`src/rtl/numberle_pkg.sv`:
```
// Shared definitions for the Numberle guess entry and display blocks:
// digit count, blank code, controller state encoding and anode patterns.
package numberle_pkg;

  localparam int          NUM_DIGITS  = 4;
  localparam logic [3:0]  BLANK_DIGIT = 4'hF;
  localparam logic [3:0]  ANODE_OFF   = 4'b1111;

  typedef enum logic [1:0] {
    ENTRY  = 2'd0,
    FULL   = 2'd1,
    SUBMIT = 2'd2
  } entry_state_e;

  // Active-low one-hot enable for a slot; slot0 sits on the leftmost digit (anode[3]).
  function automatic logic [3:0] anode_for(input logic [1:0] slot);
    logic [3:0] pat;
    case (slot)
      2'd0:    pat = 4'b0111;
      2'd1:    pat = 4'b1011;
      2'd2:    pat = 4'b1101;
      2'd3:    pat = 4'b1110;
      default: pat = ANODE_OFF;
    endcase
    return pat;
  endfunction

endpackage

```
`src/rtl/seg_scan_mux.sv`:
```
// Time-multiplexes a 4-nibble buffer onto a shared 4-digit seven-segment
// display. Slots holding the blank code are left dark. Outputs are registered.
module seg_scan_mux
  import numberle_pkg::*;
#(
  parameter int SCAN_DIV = 100000
) (
  input  logic        clk_i,
  input  logic        rst_ni,
  input  logic [15:0] digits_i,
  output logic [3:0]  anode_o,
  output logic [3:0]  hex_o
);

  localparam int                CNT_W    = $clog2(SCAN_DIV);
  localparam logic [CNT_W-1:0]  CNT_LAST = CNT_W'(SCAN_DIV - 1);

  logic [CNT_W-1:0] cnt_q;
  logic [1:0]       idx_q;
  logic [3:0]       anode_q;
  logic [3:0]       hex_q;
  logic [3:0]       sel_digit_s;

  // Pick the nibble addressed by the current scan index.
  always_comb begin
    sel_digit_s = digits_i[{idx_q, 2'b00} +: 4];
  end

  // Dwell counter and scan index: advance to the next digit at terminal count.
  always_ff @(posedge clk_i or negedge rst_ni) begin
    if (!rst_ni) begin
      cnt_q <= '0;
      idx_q <= 2'd0;
    end else if (cnt_q == CNT_LAST) begin
      cnt_q <= '0;
      idx_q <= idx_q + 2'd1;
    end else begin
      cnt_q <= cnt_q + CNT_W'(1);
    end
  end

  // Registered display drive; blank slots keep every digit dark.
  always_ff @(posedge clk_i or negedge rst_ni) begin
    if (!rst_ni) begin
      anode_q <= ANODE_OFF;
      hex_q   <= BLANK_DIGIT;
    end else if (sel_digit_s != BLANK_DIGIT) begin
      anode_q <= anode_for(idx_q);
      hex_q   <= sel_digit_s;
    end else begin
      anode_q <= ANODE_OFF;
      hex_q   <= BLANK_DIGIT;
    end
  end

  assign anode_o = anode_q;
  assign hex_o   = hex_q;

endmodule

```
`src/rtl/guess_entry_controller.sv`:
```
// Numberle guess entry: keypad digit buffer with cursor, backspace and submit,
// valid/ready hand-off to the checker, and scanned display of the buffer.
// Optional macro PARTIAL_SUBMIT_EN: allows submitting a partly filled guess
// from ENTRY (cursor >= 1); unfilled slots go out as blank.
module guess_entry_controller
  import numberle_pkg::*;
#(
  parameter int SCAN_DIV = 100000
) (
  input  logic        clock,
  input  logic        reset_n,
  input  logic        key_valid,
  input  logic [3:0]  key_code,
  input  logic        key_back,
  input  logic        key_enter,
  output logic        guess_valid,
  output logic [15:0] guess,
  input  logic        guess_ready,
  output logic [2:0]  cursor,
  output logic [3:0]  anode,
  output logic [3:0]  hex_out
);

  entry_state_e                      state_q;
  logic [NUM_DIGITS-1:0][3:0]        slots_q;
  logic [2:0]                        cursor_q;
  logic                              guess_valid_q;
  logic [1:0]                        back_idx_s;

  // Slot vacated by a backspace in ENTRY (cursor is 1..3 whenever it is used).
  always_comb begin
    back_idx_s = cursor_q[1:0] - 2'd1;
  end

  // Entry FSM: buffer, cursor and guess_valid all update here.
  // Event priority is enter > back > digit; lower-priority events are dropped.
  always_ff @(posedge clock or negedge reset_n) begin
    if (!reset_n) begin
      state_q       <= ENTRY;
      slots_q       <= {NUM_DIGITS{BLANK_DIGIT}};
      cursor_q      <= 3'd0;
      guess_valid_q <= 1'b0;
    end else begin
      case (state_q)
        ENTRY: begin
          if (key_enter) begin
`ifdef PARTIAL_SUBMIT_EN
            if (cursor_q != 3'd0) begin
              state_q       <= SUBMIT;
              guess_valid_q <= 1'b1;
            end else begin
              state_q <= ENTRY;
            end
`else
            state_q <= ENTRY;
`endif
          end else if (key_back) begin
            if (cursor_q != 3'd0) begin
              cursor_q            <= cursor_q - 3'd1;
              slots_q[back_idx_s] <= BLANK_DIGIT;
            end else begin
              cursor_q <= 3'd0;
            end
          end else if (key_valid && (key_code <= 4'd9)) begin
            slots_q[cursor_q[1:0]] <= key_code;
            cursor_q               <= cursor_q + 3'd1;
            if (cursor_q == 3'd3) begin
              state_q <= FULL;
            end else begin
              state_q <= ENTRY;
            end
          end else begin
            state_q <= ENTRY;
          end
        end
        FULL: begin
          if (key_enter) begin
            state_q       <= SUBMIT;
            guess_valid_q <= 1'b1;
          end else if (key_back) begin
            slots_q[3] <= BLANK_DIGIT;
            cursor_q   <= 3'd3;
            state_q    <= ENTRY;
          end else begin
            state_q <= FULL;
          end
        end
        SUBMIT: begin
          if (guess_valid_q && guess_ready) begin
            guess_valid_q <= 1'b0;
            slots_q       <= {NUM_DIGITS{BLANK_DIGIT}};
            cursor_q      <= 3'd0;
            state_q       <= ENTRY;
          end else begin
            state_q <= SUBMIT;
          end
        end
        default: begin
          state_q       <= ENTRY;
          slots_q       <= {NUM_DIGITS{BLANK_DIGIT}};
          cursor_q      <= 3'd0;
          guess_valid_q <= 1'b0;
        end
      endcase
    end
  end

  assign guess       = slots_q;
  assign cursor      = cursor_q;
  assign guess_valid = guess_valid_q;

  seg_scan_mux #(
    .SCAN_DIV (SCAN_DIV)
  ) u_scan (
    .clk_i    (clock),
    .rst_ni   (reset_n),
    .digits_i (slots_q),
    .anode_o  (anode),
    .hex_o    (hex_out)
  );

endmodule

```
`config.mk`:
```
export PLATFORM = sky130hd
export DESIGN_NAME = guess_entry_controller
export DESIGN_NICKNAME = d
export VERILOG_FILES = /design/src/rtl/numberle_pkg.sv /design/src/rtl/seg_scan_mux.sv /design/src/rtl/guess_entry_controller.sv
export SDC_FILE = /design/constraint.sdc
export NUM_CORES = 1
export LEC_CHECK = 0
export ABC_AREA = 0
export BUFFER_PORTS_ARGS = -buffer_cell sky130_fd_sc_hd__buf_2
export CAP_MARGIN = 20
export CORE_MARGIN = 2
export CORE_UTILIZATION = 62
export CTS_CLUSTER_DIAMETER = 80
export CTS_CLUSTER_SIZE = 16
export DETAILED_ROUTE_END_ITERATION = 10
export HOLD_SLACK_MARGIN = 0.12
export PLACE_DENSITY_LB_ADDON = 0.25
export SYNTH_ARGS = -nofsm -noshare
export SYNTH_HDL_FRONTEND = slang
export SYNTH_SLANG_ARGS = --single-unit
```
`constraint.sdc`:
```
create_clock -name clock -period 3.7 [get_ports clock]
set_clock_uncertainty 0.2 [all_clocks]
set_input_delay 0.74 -clock clock [delete_from_list [all_inputs] [get_ports clock]]
set_output_delay 0.74 -clock clock [all_outputs]
set_load 0.03 [all_outputs]
```
Word level (Yosys, flattened, before mapping) --
Cells that the tools add are included.
Word-level totals: register bits after elaboration 49
Operators by class: muxes and demuxes 37, reduce and logical (&&, ||, !) cells 11, equality and inequality tests 16, magnitude comparators 5, shift-type cells 1, add/sub/neg operators 5, bitwise gates (word level) 3
Operator list (number):
- $mux 16 | 5
- $pmux 12 s3 | 1
- $mux 4 | 6
- $mux 3 | 7
- $add 17x1->17 const B | 1
- $eq 17x17->1 const B | 1
- $mux 17 | 1
- $bwmux 16 | 1
- $demux 4 s2 | 2
- $or 16x16->16 | 1
- $pmux 4 s4 | 1
- $shiftx 16x5->4 | 1
- $pmux 4 s3 | 1
- $mux 2 | 5
- $ne 2x2->1 const B | 5
- $reduce_and 5->1 | 2
- $ne 3x3->1 const B | 3
- $pmux 3 s3 | 1
- $eq 2x2->1 const B | 3
- $lt 2x3->1 const B | 2
- $pmux 2 s3 | 1
- $reduce_and 6->1 | 1
- $eq 2x1->1 const B | 2
- $ge 2x1->1 const B | 2
- 14 further kinds | 22

Longest topological paths before layout --
Gate-level depths: netlist of the first run.
depth in word-level cells 10, mapped depth 8, depth with buffers taken out 8

Cells and area by module --
A second synthesis of the first run with hierarchy kept.
Unflattened totals: cells, all modules 248, area, all modules 2711.4 sq um
By module, submodules not included:
- guess_entry_controller | times used 1, sequential area each 570.5 sq um, area each 1455.1 sq um, cells each 144
- seg_scan_mux | times used 1, sequential area each 685.7 sq um, area each 1256.2 sq um, cells each 104

Least setup slack after synthesis of the first run --
Ideal clock, no wire load.
path type reg2reg, start point register cursor_q[0] (netlist: cursor[0]), end point register slots_q, in the netlist guess[0], data required time 3415 ps, data arrival time 2055 ps, cell stages (with the launch flop) 8, path buffers 0, slack 1360 ps, clock period less this slack 2340 ps, path through dfrtp_1 > inv_1 > ha_1 > ha_1 > a21oi_1 > o2bb2ai_2 > o21ai_4 > mux2_1
Between the ends: longest elaborated chain between the ends 10
Ends and longest elaborated chain:
- start: declaration | line guess_entry_controller.sv:26 | logic [2:0] cursor_q;
- start signal: assignment | line guess_entry_controller.sv:59 | cursor_q <= cursor_q - 3'd1;
- start signal: assignment | line guess_entry_controller.sv:66 | cursor_q <= cursor_q + 3'd1;
- $sub 2x1->2 | line guess_entry_controller.sv:32 | back_idx_s = cursor_q[1:0] - 2'd1;
- $lt 2x3->1 (implied by the code) or $ge 2x1->1 (tied branches) | line guess_entry_controller.sv:60 | slots_q[back_idx_s] <= BLANK_DIGIT;
- $logic_and 1x1->1 (implied by the code) | line guess_entry_controller.sv:60
- $mux 4 (implied by the code) | line guess_entry_controller.sv:60
- $demux 4 s2 | line guess_entry_controller.sv:60
- $or 16x16->16 (no line)
- $mux 16 | line guess_entry_controller.sv:58 | if (cursor_q != 3'd0) begin
- $mux 16 | line guess_entry_controller.sv:57 | end else if (key_back) begin
- $mux 16 | line guess_entry_controller.sv:46 | if (key_enter) begin
- $pmux 12 s3 | line guess_entry_controller.sv:44 | case (state_q)
- end signal: assignment | line guess_entry_controller.sv:40 | slots_q <= {NUM_DIGITS{BLANK_DIGIT}};
- end signal: indexed assignment | line guess_entry_controller.sv:65 | slots_q[cursor_q[1:0]] <= key_code;
- end signal: assignment | line guess_entry_controller.sv:91 | slots_q <= {NUM_DIGITS{BLANK_DIGIT}};
- end: declaration | line guess_entry_controller.sv:25 | logic [NUM_DIGITS-1:0][3:0] slots_q;
Parallel ways exist; a longest one is shown, timed or not. The select of a mux whose other input is x is not followed. A chain may end at the register's enable or synchronous reset.

Final worst setup path of the first run --
Ends and elaborated chain as after synthesis.

==> results.yml, run 1 <==
outcome:
  status: "complete, no violations"
drt:
  vias: 2016
  post_drt_wl_per_cell_um: 15.86
  vias_per_cell: 5.827
  routed_wirelength_um: 5487
  drc: 0
  final_antenna_net_count: 0
  first_iter_violations: 156
  first_pass_iters: 4
sta:
  drv_slew: 0
  rsz0062_at_grt: "no"
  max_slew_margin_pct: 65.69
  setup-violations-final: 0
  min_period_ns: 2.347
  worst_pin_slew_ns: 0.5147
  fmax_mhz: 426.1
  finalHoldViolations: 0
  timing.setup.tns_ns: 0
  min_period_over_period_pct: 63.43
setup_path:
  rr_startpoint: "cursor[0]$_DFFE_PN0P_"
  worst_ep_required_time_ns: 3.73
  endpoint_kind: "register"
  r2r_cells: 7
  crit_start: "cursor[0]$_DFFE_PN0P_"
  cp-start-kind: "register"
  arrival_ns: 2.38
  ff2ff_setup_slack_ns: 1.35
  critPathMaxFanout: 9
  r2r_end: "guess[0]$_DFFE_PN1P_"
  criticalPathCategory: "reg2reg"
power_and_ir_drop:
  ir_worst_vdd_mv: 0.3478
  power.clock.fraction_pct: 15.7
  power.switching_mw: 0.8394
  pwr_density_cell_nw_per_um2: 658.4
  sw_frac_of_total_pct: 41.44
  seq_power_share_pct: 41.8
  total_power_mw: 2.026
  p_leak_nw: 1.358
  power_frac_comb_pct: 42.6
  internal_power_mw: 1.186
die:
  fp-row-count: 24
  start_util_pct: 63.63
  chipHeight_um: 70.62
  ios: 38
  dieWidth_um: 70.62
  dieArea_um2: 4986
  core_area_um2: 4324
clock_tree:
  cts_tree: "yes"
  cts_buffer_depth: 2
  cts_buffers: 5
  cts_max_level: 2
  clk_pin_slew_ns: 0.09
  clkLatencyLatePin_ns: 0.31
  cts_setup_buffers: 0
  cts_root_buf: "clkbuf_8"
  clock-sinks: 49
yosys:
  synth_warnings: 0
  avgSynthCellArea_um2: 10.75
  synth_edf_count: 0
  ys.flop_type: "dfrtp_1"
  synth_cell_types: 43
  synth-seq-area-share_pct: 45.66
  syn_inst: 256
  synthArstFlopShare_pct: 100.0
  synth-seq-cells: 49
  syn_area_um2: 2751
  syn_nets: 281
min_path:
  worstHoldPathCells: 1
  hold_path.class: "reg2reg"
  worstHoldStart: "u_scan.cnt_q[0]$_DFF_PN0_"
  min_to: "u_scan.cnt_q[0]$_DFF_PN0_"
finish:
  drive_gt1_share_pct: 35.03
  final_cell_mix: "buf_2 (37), nand2_1 (33), dfrtp_1 (25), dfstp_2 (24), o21ai_0 (20)"
  layout_commonest_cell: "buf_2"
  n_antenna_cell: 0
  final_nets: 318
  syn_to_final_growth_pct: 11.82
global_route:
  grt_pass1_vias: 1945
  grt_usage_pct: 23.32
  grt_start_max_net_pins: 50
  antenna_found_initial: 0
  grt_overflow: 0
  grt_pass1_wl_um: 9259
place:
  routabilityCongestion: 0.8519
  portBuffers: 37
  hpwl_um: 3968
run:
  cap_viol_max_count: 0
## power groups by stage
stage | registers [mW] | logic [mW] | clock network (mW)
final | 0.846 | 0.863 | 0.317
after global routing | 0.864 | 0.939 | 0.342
after CTS | 0.843 | 0.862 | 0.324
after detailed placement | 0.853 | 0.857 | 0
after global placement | 0.849 | 0.839 | 0
after floorplan | 1.06 | 0.411 | 0
## cell families (layout without fill, tap and decap cells)
group	Yosys count	in the layout	share of synthesized area [%]
muxes	26	26	12.05
DFF	49	49	45.66
xor gates and xnor gates	15	15	4.775
and+or+nand+nor	91	91	17.37
AOI/OAI and AO/OA	43	43	10.73
adders and majority gates	15	15	6.821
buffers and inverters	17	55	2.592
## flip-flops by register name, indices dropped and copies added (netlist names)
signal / cells
cursor: 3
guess: 16
guess_valid: 1
state_q: 2
u_scan.anode_o: 4
u_scan.cnt_q: 17
u_scan.hex_o: 4
u_scan.idx_q: 2
## per-stage QoR
stage | std cells | instance area [µm²] | utilization, % | hold WS, ns | setup WS, ns
6_report | 346 | 3077 | 71.15 | 0.3019 | 1.353
5_1_grt | 346 | 3077 | 71.15 | 0.3214 | 1.210
4_1_cts | 344 | 3047 | 70.46 | 0.2963 | 1.367
3_5_place_dp | 336 | 2960 | 68.46 | 0.2816 | 1.286
3_3_place_gp | 336 | 2960 | 68.46 | 0.2697 | 1.338
2_1_floorplan | 256 | 2751 | - | 0.2444 | 1.360
## synthesized netlist by cell type, types with 4 or more instances
cell type | count | area (µm²)
nor2_1 | 14 | 52.55
nand2_1 | 33 | 123.9
nand4_1 | 5 | 31.28
a21oi_1 | 6 | 30.03
xnor2_1 | 9 | 78.83
mux2i_1 | 5 | 50.05
dfstp_2 | 24 | 630.6
mux4_2 | 4 | 90.09
nand3_1 | 14 | 70.07
and3_1 | 5 | 31.28
buf_2 | 5 | 25.02
xor2_1 | 6 | 52.55
o21ai_0 | 20 | 100.1
ha_1 | 15 | 187.7
o211ai_1 | 8 | 60.06
mux2_2 | 16 | 180.2
inv_1 | 8 | 30.03
dfrtp_1 | 25 | 625.6
## worst max path at each step
stage,endpoint,slack [ns],cells after the start
floorplan,guess[0]$_DFFE_PN1P_,1.36,7
global placement,guess[12]$_DFFE_PN1P_,1.34,5
detailed placement,guess[15]$_DFFE_PN1P_,1.29,5
CTS,guess[0]$_DFFE_PN1P_,1.37,7
global route,guess[0]$_DFFE_PN1P_,1.21,7
finish,guess[0]$_DFFE_PN1P_,1.35,7
## worst max-delay path: stages (launching register included)
cell and delay [ns]:
dfrtp_1 0.48, inv_1 0.13, ha_1 0.33, ha_1 0.26, a21oi_1 0.18, o2bb2ai_2 0.23
o21ai_4 0.14, mux2_1 0.33
## layout make-up
type / instances / area [µm²]
Tap cell: 52 / 65.06
Multi-Input combinational cell: 190 / 1424
Timing Repair Buffer: 39 / 215.2
Sequential cell: 49 / 1256
Inverter: 8 / 30.03
Clock inverter: 2 / 13.76
Fill cell: 331 / 1247
Clock buffer: 6 / 72.57
## routing by layer
| metal | part of all wire (%) | up-vias | wire length, µm | GRT usage (%) |
|---|---|---|---|---|
| li1 | - | 973 | - | - |
| met1 | 47 | 978 | 2574 | 33.27 |
| met2 | 47 | 58 | 2583 | 37.63 |
| met3 | 5.0 | 7 | 276 | 4.558 |
| met4 | 0.97 | 0 | 53 | 5.241 |
| met5 | 0 | - | 0 | 0 |
## timing repair
| action | in CTS | in global routing |
|---|---|---|
| hold buffers | 0 | 1 |
| endpoints found under the hold margin | 0 | 5 |
| resized for setup | 0 | 0 |
(Power assumes the default switching activity.)
==> run 2: changes to the inputs <==
CORE_UTILIZATION = 57   (was 62)
clock period = 2.35 ns   (was 3.7 ns; I/O delays follow)
==> run 2 against run 1 <==
Routed wire length decreased by 2.1%. Sequential power increased by 55%. Sequential share of layout area decreased by 0.46 points. Setup slack got worse by 1.1 ns. Register-to-register slack got worse by 1.1 ns. Largest power group unchanged. Critical path type unchanged. Largest cell class unchanged. Total power increased by 58%. Critical endpoint unchanged. Clock power increased by 59%. First-iteration DRC count decreased by 31%. Count of clock-buffer cells in the layout unchanged. Sequential cell count unchanged. Core utilization decreased by 4.8 points.
==> results.yml, run 2 (same netlist as run 1, synthesis figures left out) <==
clock_tree:
  cts_setup_buffers: 0
  cts_buffers: 5
  clk_pin_slew_ns: 0.09
  clock-sinks: 49
  cts_max_level: 2
  cts_buffer_depth: 2
  clkLatencyLatePin_ns: 0.31
  cts_tree: "yes"
  cts_root_buf: "clkbuf_8"
power_and_ir_drop:
  ir_worst_vdd_mv: 0.4793
  p_leak_nw: 1.382
  pwr_density_cell_nw_per_um2: 1029
die:
  fp-row-count: 25
  dieWidth_um: 73.48
  ios: 38
  start_util_pct: 58.64
  chipHeight_um: 73.48
  dieArea_um2: 5399
  core_area_um2: 4692
global_route:
  grt_overflow: 0
  use_met3_pct: 4.938
  grt_use_met2_pct: 32.44
  grt_pass1_wl_um: 9128
  grt.busiest_layer: "met1"
  grt_usage_pct: 22.15
  antenna_found_initial: 0
  grtUsageMet1_pct: 32.80
  grt_start_max_net_pins: 26
  grt_pass1_vias: 1863
finish:
  final_cells: 354
  n_antenna_cell: 0
  layout_commonest_cell: "buf_2"
  final_nets: 324
  drive_gt1_share_pct: 36.33
  final_cell_mix: "buf_2 (37), nand2_1 (33), dfrtp_1 (25), dfstp_2 (24), o21ai_0 (20)"
  largest_register_ffs: 17
  top_register: "u_scan.cnt_q"
  syn_to_final_growth_pct: 13.10
sta:
  rsz0062_at_grt: "no"
  fmax_mhz: 468.0
  drv_slew: 0
  setup-violations-final: 0
  worst_pin_slew_ns: 0.5619
  timing.setup.tns_ns: 0
  min_period_ns: 2.137
  min_period_over_period_pct: 90.93
  finalHoldViolations: 0
  max_slew_margin_pct: 62.54
setup_path:
  crit_start: "cursor[1]$_DFFE_PN0P_"
  rr_startpoint: "cursor[1]$_DFFE_PN0P_"
  arrival_ns: 2.18
  cp-start-kind: "register"
  worst_ep_required_time_ns: 2.39
  endpoint_kind: "register"
  r2r_cells: 7
  criticalPathCategory: "reg2reg"
  r2r_end: "guess[0]$_DFFE_PN1P_"
  ff2ff_setup_slack_ns: 0.21
  crit_end: "guess[0]$_DFFE_PN1P_"
  critPathMaxFanout: 6
drt:
  drc: 0
  routed_wirelength_um: 5372
  vias_per_cell: 5.774
  first_pass_iters: 4
  final_antenna_net_count: 0
  first_iter_violations: 108
  vias: 2044
  post_drt_wl_per_cell_um: 15.18
place:
  hpwl_um: 4016
  dpl.cell_count: 345
  routabilityCongestion: 0.8221
  portBuffers: 37
min_path:
  hold_path.class: "in2reg"
outcome:
  status: "complete, no violations"
run:
  cap_viol_max_count: 0
==> run 2: cell types whose count changed in the layout (fill, tap and decap cells not counted) <==
cell | before | now
buf_4 | 0 | 7
buf_12 | 1 | 0
==> run 2: stage by stage <==
step,power (mW),util (%),hold WS (ns),setup WS [ns],area (µm²)
2_1_floorplan,2.308,-,-0.02559,0.01045,2751
3_3_place_gp,2.701,64.27,0.2719,0.3195,3015
3_5_place_dp,2.718,64.27,0.2775,0.2320,3015
4_1_cts,3.224,66.32,0.1839,0.2232,3112
5_1_grt,3.423,66.32,0.1971,0.08135,3112
6_report,3.203,66.32,0.1878,0.2132,3112
==> run 2: routing by layer <==
metal	part of all wire [%]	wire length (µm)
met5	0	0
met2	44	2380
met3	6.0	324
met1	48	2576
met4	1.7	90
==> run 2: what timing repair did <==
| item | in CTS | in global routing |
|---|---|---|
| endpoints found under the hold margin | 20 | 0 |
| gates resized for setup | 0 | 0 |
| hold buffers | 1 | 0 |
==> run 2: layout make-up <==
cell class	count	area (µm²)
Clock buffer	6	72.57
Clock inverter	2	13.76
Fill cell	379	1580
Inverter	8	30.03
Multi-Input combinational cell	190	1424
Sequential cell	49	1256
Tap cell	54	67.56
Timing Repair Buffer	45	247.7
==> run 2: worst min-delay path by stage <==
stage | slack, ns | depth (start not counted) | from | end
3_5_place_dp | 0.28 | 1 | u_scan.cnt_q[0]$_DFF_PN0_ | u_scan.cnt_q[0]$_DFF_PN0_
2_1_floorplan | -0.03 | 0 | reset_n | cursor[0]$_DFFE_PN0P_
3_3_place_gp | 0.27 | 1 | u_scan.cnt_q[0]$_DFF_PN0_ | u_scan.cnt_q[0]$_DFF_PN0_
4_1_cts | 0.18 | 2 | key_enter | state_q[0]$_DFFE_PN0P_
6_report | 0.19 | 2 | key_enter | state_q[0]$_DFFE_PN0P_
5_1_grt | 0.20 | 2 | key_enter | state_q[0]$_DFFE_PN0P_
==> run 2: report_power, final <==
group / switching (mW) / total (mW) / internal [mW]
clock: 0.290 / 0.503 / 0.213
sequential: 0.175 / 1.31 / 1.14
combinational: 0.846 / 1.39 / 0.540
==> run 2: worst max-delay path: stages, from the launching register on <==
cell and delay (ns):
dfrtp_1 0.44, inv_1 0.12, ha_1 0.21, ha_1 0.20
a21oi_1 0.18, o2bb2ai_2 0.23, o21ai_4 0.13, mux2_1 0.34
==> run 3: changes to the inputs <==
CORE_ASPECT_RATIO = 0.6   (was default)
==> run 3 against run 2 <==
Hold slack worse by 0.00086 ns. First-iteration DRC count rose by 96%. Core utilization rose by 1.4 points. Setup slack worse by 0.015 ns. Sequential power is essentially flat. Combinational power about the same. Clock power is 4% higher. Count of clock-buffer cells in the layout is 1 lower. Register-to-register slack worse by 0.02 ns. Die area increased by 0.34%. Global-route usage grew 0.79 points. Design area increased by 0.36%.
==> results.yml, run 3 (same netlist as run 1, synthesis figures left out) <==
setup_path:
  rr_startpoint: "cursor[1]$_DFFE_PN0P_"
  cp-start-kind: "register"
  criticalPathCategory: "reg2reg"
  r2r_cells: 7
  ff2ff_setup_slack_ns: 0.20
  endpoint_kind: "register"
  critPathMaxFanout: 6
  r2r_end: "guess[0]$_DFFE_PN1P_"
  worst_ep_required_time_ns: 2.38
  arrival_ns: 2.19
place:
  dpl.cell_count: 353
  portBuffers: 37
  routabilityCongestion: 0.9086
  hpwl_um: 4278
finish:
  top_register: "u_scan.cnt_q"
  syn_to_final_growth_pct: 13.51
  final_cells: 362
  layout_commonest_cell: "buf_2"
  drive_gt1_share_pct: 36.45
  final_cell_mix: "buf_2 (37), nand2_1 (33), dfrtp_1 (25), dfstp_2 (24), o21ai_0 (20)"
  largest_register_ffs: 17
  final_nets: 323
  fillers: 370
  n_antenna_cell: 0
clock_tree:
  cts_buffer_depth: 2
  cts_setup_buffers: 0
  clk_pin_slew_ns: 0.10
  cts_tree: "yes"
  cts_root_buf: "clkbuf_8"
  clock-sinks: 49
  clkLatencyLatePin_ns: 0.31
  cts_max_level: 2
  cts_buffers: 5
die:
  ios: 38
  fp-row-count: 19
  core_area_um2: 4612
  start_util_pct: 59.66
  dieArea_um2: 5417
  chipHeight_um: 57.82
  dieWidth_um: 93.70
sta:
  timing.setup.tns_ns: 0
  drv_slew: 0
  min_period_ns: 2.152
  rsz0062_at_grt: "no"
  min_period_over_period_pct: 91.58
  setup-violations-final: 0
  worst_pin_slew_ns: 0.5159
  fmax_mhz: 464.6
  finalHoldViolations: 0
  max_slew_margin_pct: 65.61
min_path:
  min_to: "state_q[0]$_DFFE_PN0P_"
  hold_path.class: "in2reg"
  worstHoldPathCells: 2
  worstHoldStart: "key_enter"
global_route:
  grt_start_max_net_pins: 23
  grt_usage_pct: 22.95
  grt_overflow: 0
  grt_pass1_wl_um: 9377
  grt_pass1_vias: 1794
  antenna_found_initial: 0
drt:
  first_iter_violations: 212
  routed_wirelength_um: 5690
  first_pass_iters: 5
  vias: 2051
  post_drt_wl_per_cell_um: 15.72
  vias_per_cell: 5.666
  drc: 0
  final_antenna_net_count: 0
power_and_ir_drop:
  p_leak_nw: 1.376
  power.clock.fraction_pct: 16.0
  power.switching_mw: 1.368
  pwr_density_cell_nw_per_um2: 1045
  sw_frac_of_total_pct: 41.91
  power_frac_comb_pct: 43.2
  ir_worst_vdd_mv: 0.7096
  internal_power_mw: 1.896
  seq_power_share_pct: 40.8
outcome:
  status: "complete, no violations"
run:
  cap_viol_max_count: 0
## run 3: changes by cell type in the layout (fill, tap and decap cells not counted)
cell,delta
buf_4,-1
clkbuf_1,-1
clkinv_2,-1
clkinvlp_4,+1
inv_6,+1
## run 3: how the worst max path moves through the flow
stage                               start                    end  slack, ns  cells past startpoint
global placement                 key_back  guess[12]$_DFFE_PN1P_       0.30                      5
floorplan           cursor[0]$_DFFE_PN0P_   guess[0]$_DFFE_PN1P_       0.01                      7
global route        cursor[1]$_DFFE_PN0P_   guess[0]$_DFFE_PN1P_       0.07                      7
finish              cursor[1]$_DFFE_PN0P_   guess[0]$_DFFE_PN1P_       0.20                      7
detailed placement  cursor[1]$_DFFE_PN0P_   guess[0]$_DFFE_PN1P_       0.24                      7
CTS                 cursor[1]$_DFFE_PN0P_   guess[0]$_DFFE_PN1P_       0.22                      7
## run 3: cell type report
class	instances	area, µm²	area share, %
Multi-Input combinational cell	190	1424	45.59
Sequential cell	49	1256	40.22
Timing Repair Buffer	44	240.2	7.692
Tap cell	63	78.83	2.524
Clock buffer	5	68.82	2.204
Inverter	8	30.03	0.9615
Clock inverter	3	25.02	0.8013
## run 3: metal layers
| layer | wire (µm) | vias up | global-route usage [%] |
|---|---|---|---|
| li1 | - | 998 | - |
| met1 | 3119 | 949 | 40.12 |
| met2 | 2093 | 99 | 28.16 |
| met3 | 445 | 5 | 4.941 |
| met4 | 32 | 0 | 4.969 |
| met5 | 0 | - | 0 |
## run 3: repair_timing
action                                 in CTS  in global routing
hold buffers                                1                  0
gates resized for setup                     0                  0
endpoints found under the hold margin      17                  0
## run 3: per-stage QoR
stage	power [mW]	hold WS (ns)	worst slack (ns)	area [µm²]	util [%]
5_1_grt	3.463	0.1772	0.07432	3123	67.72
4_1_cts	3.271	0.1732	0.2168	3123	67.72
2_1_floorplan	2.308	-0.02559	0.01045	2751	-
3_3_place_gp	2.721	0.2694	0.2974	3019	65.46
6_report	3.264	0.1869	0.1978	3123	67.72
3_5_place_dp	2.741	0.2787	0.2391	3019	65.46
## run 3: critical path: stages (launching register included)
cell and delay [ns]:
dfrtp_1 0.44, inv_1 0.12, ha_1 0.21, ha_1 0.22, a21oi_1 0.19, o2bb2ai_2 0.23, o21ai_4 0.13, mux2_1 0.33
## run 3: power by group through the flow
stage                     Clock, mW  Combinational, mW  Sequential [mW]
after CTS                     0.538               1.41             1.33
after detailed placement          0               1.40             1.34
after floorplan                   0              0.647             1.66
final                         0.522               1.41             1.33
after global routing          0.579               1.53             1.35
after global placement            0               1.39             1.33
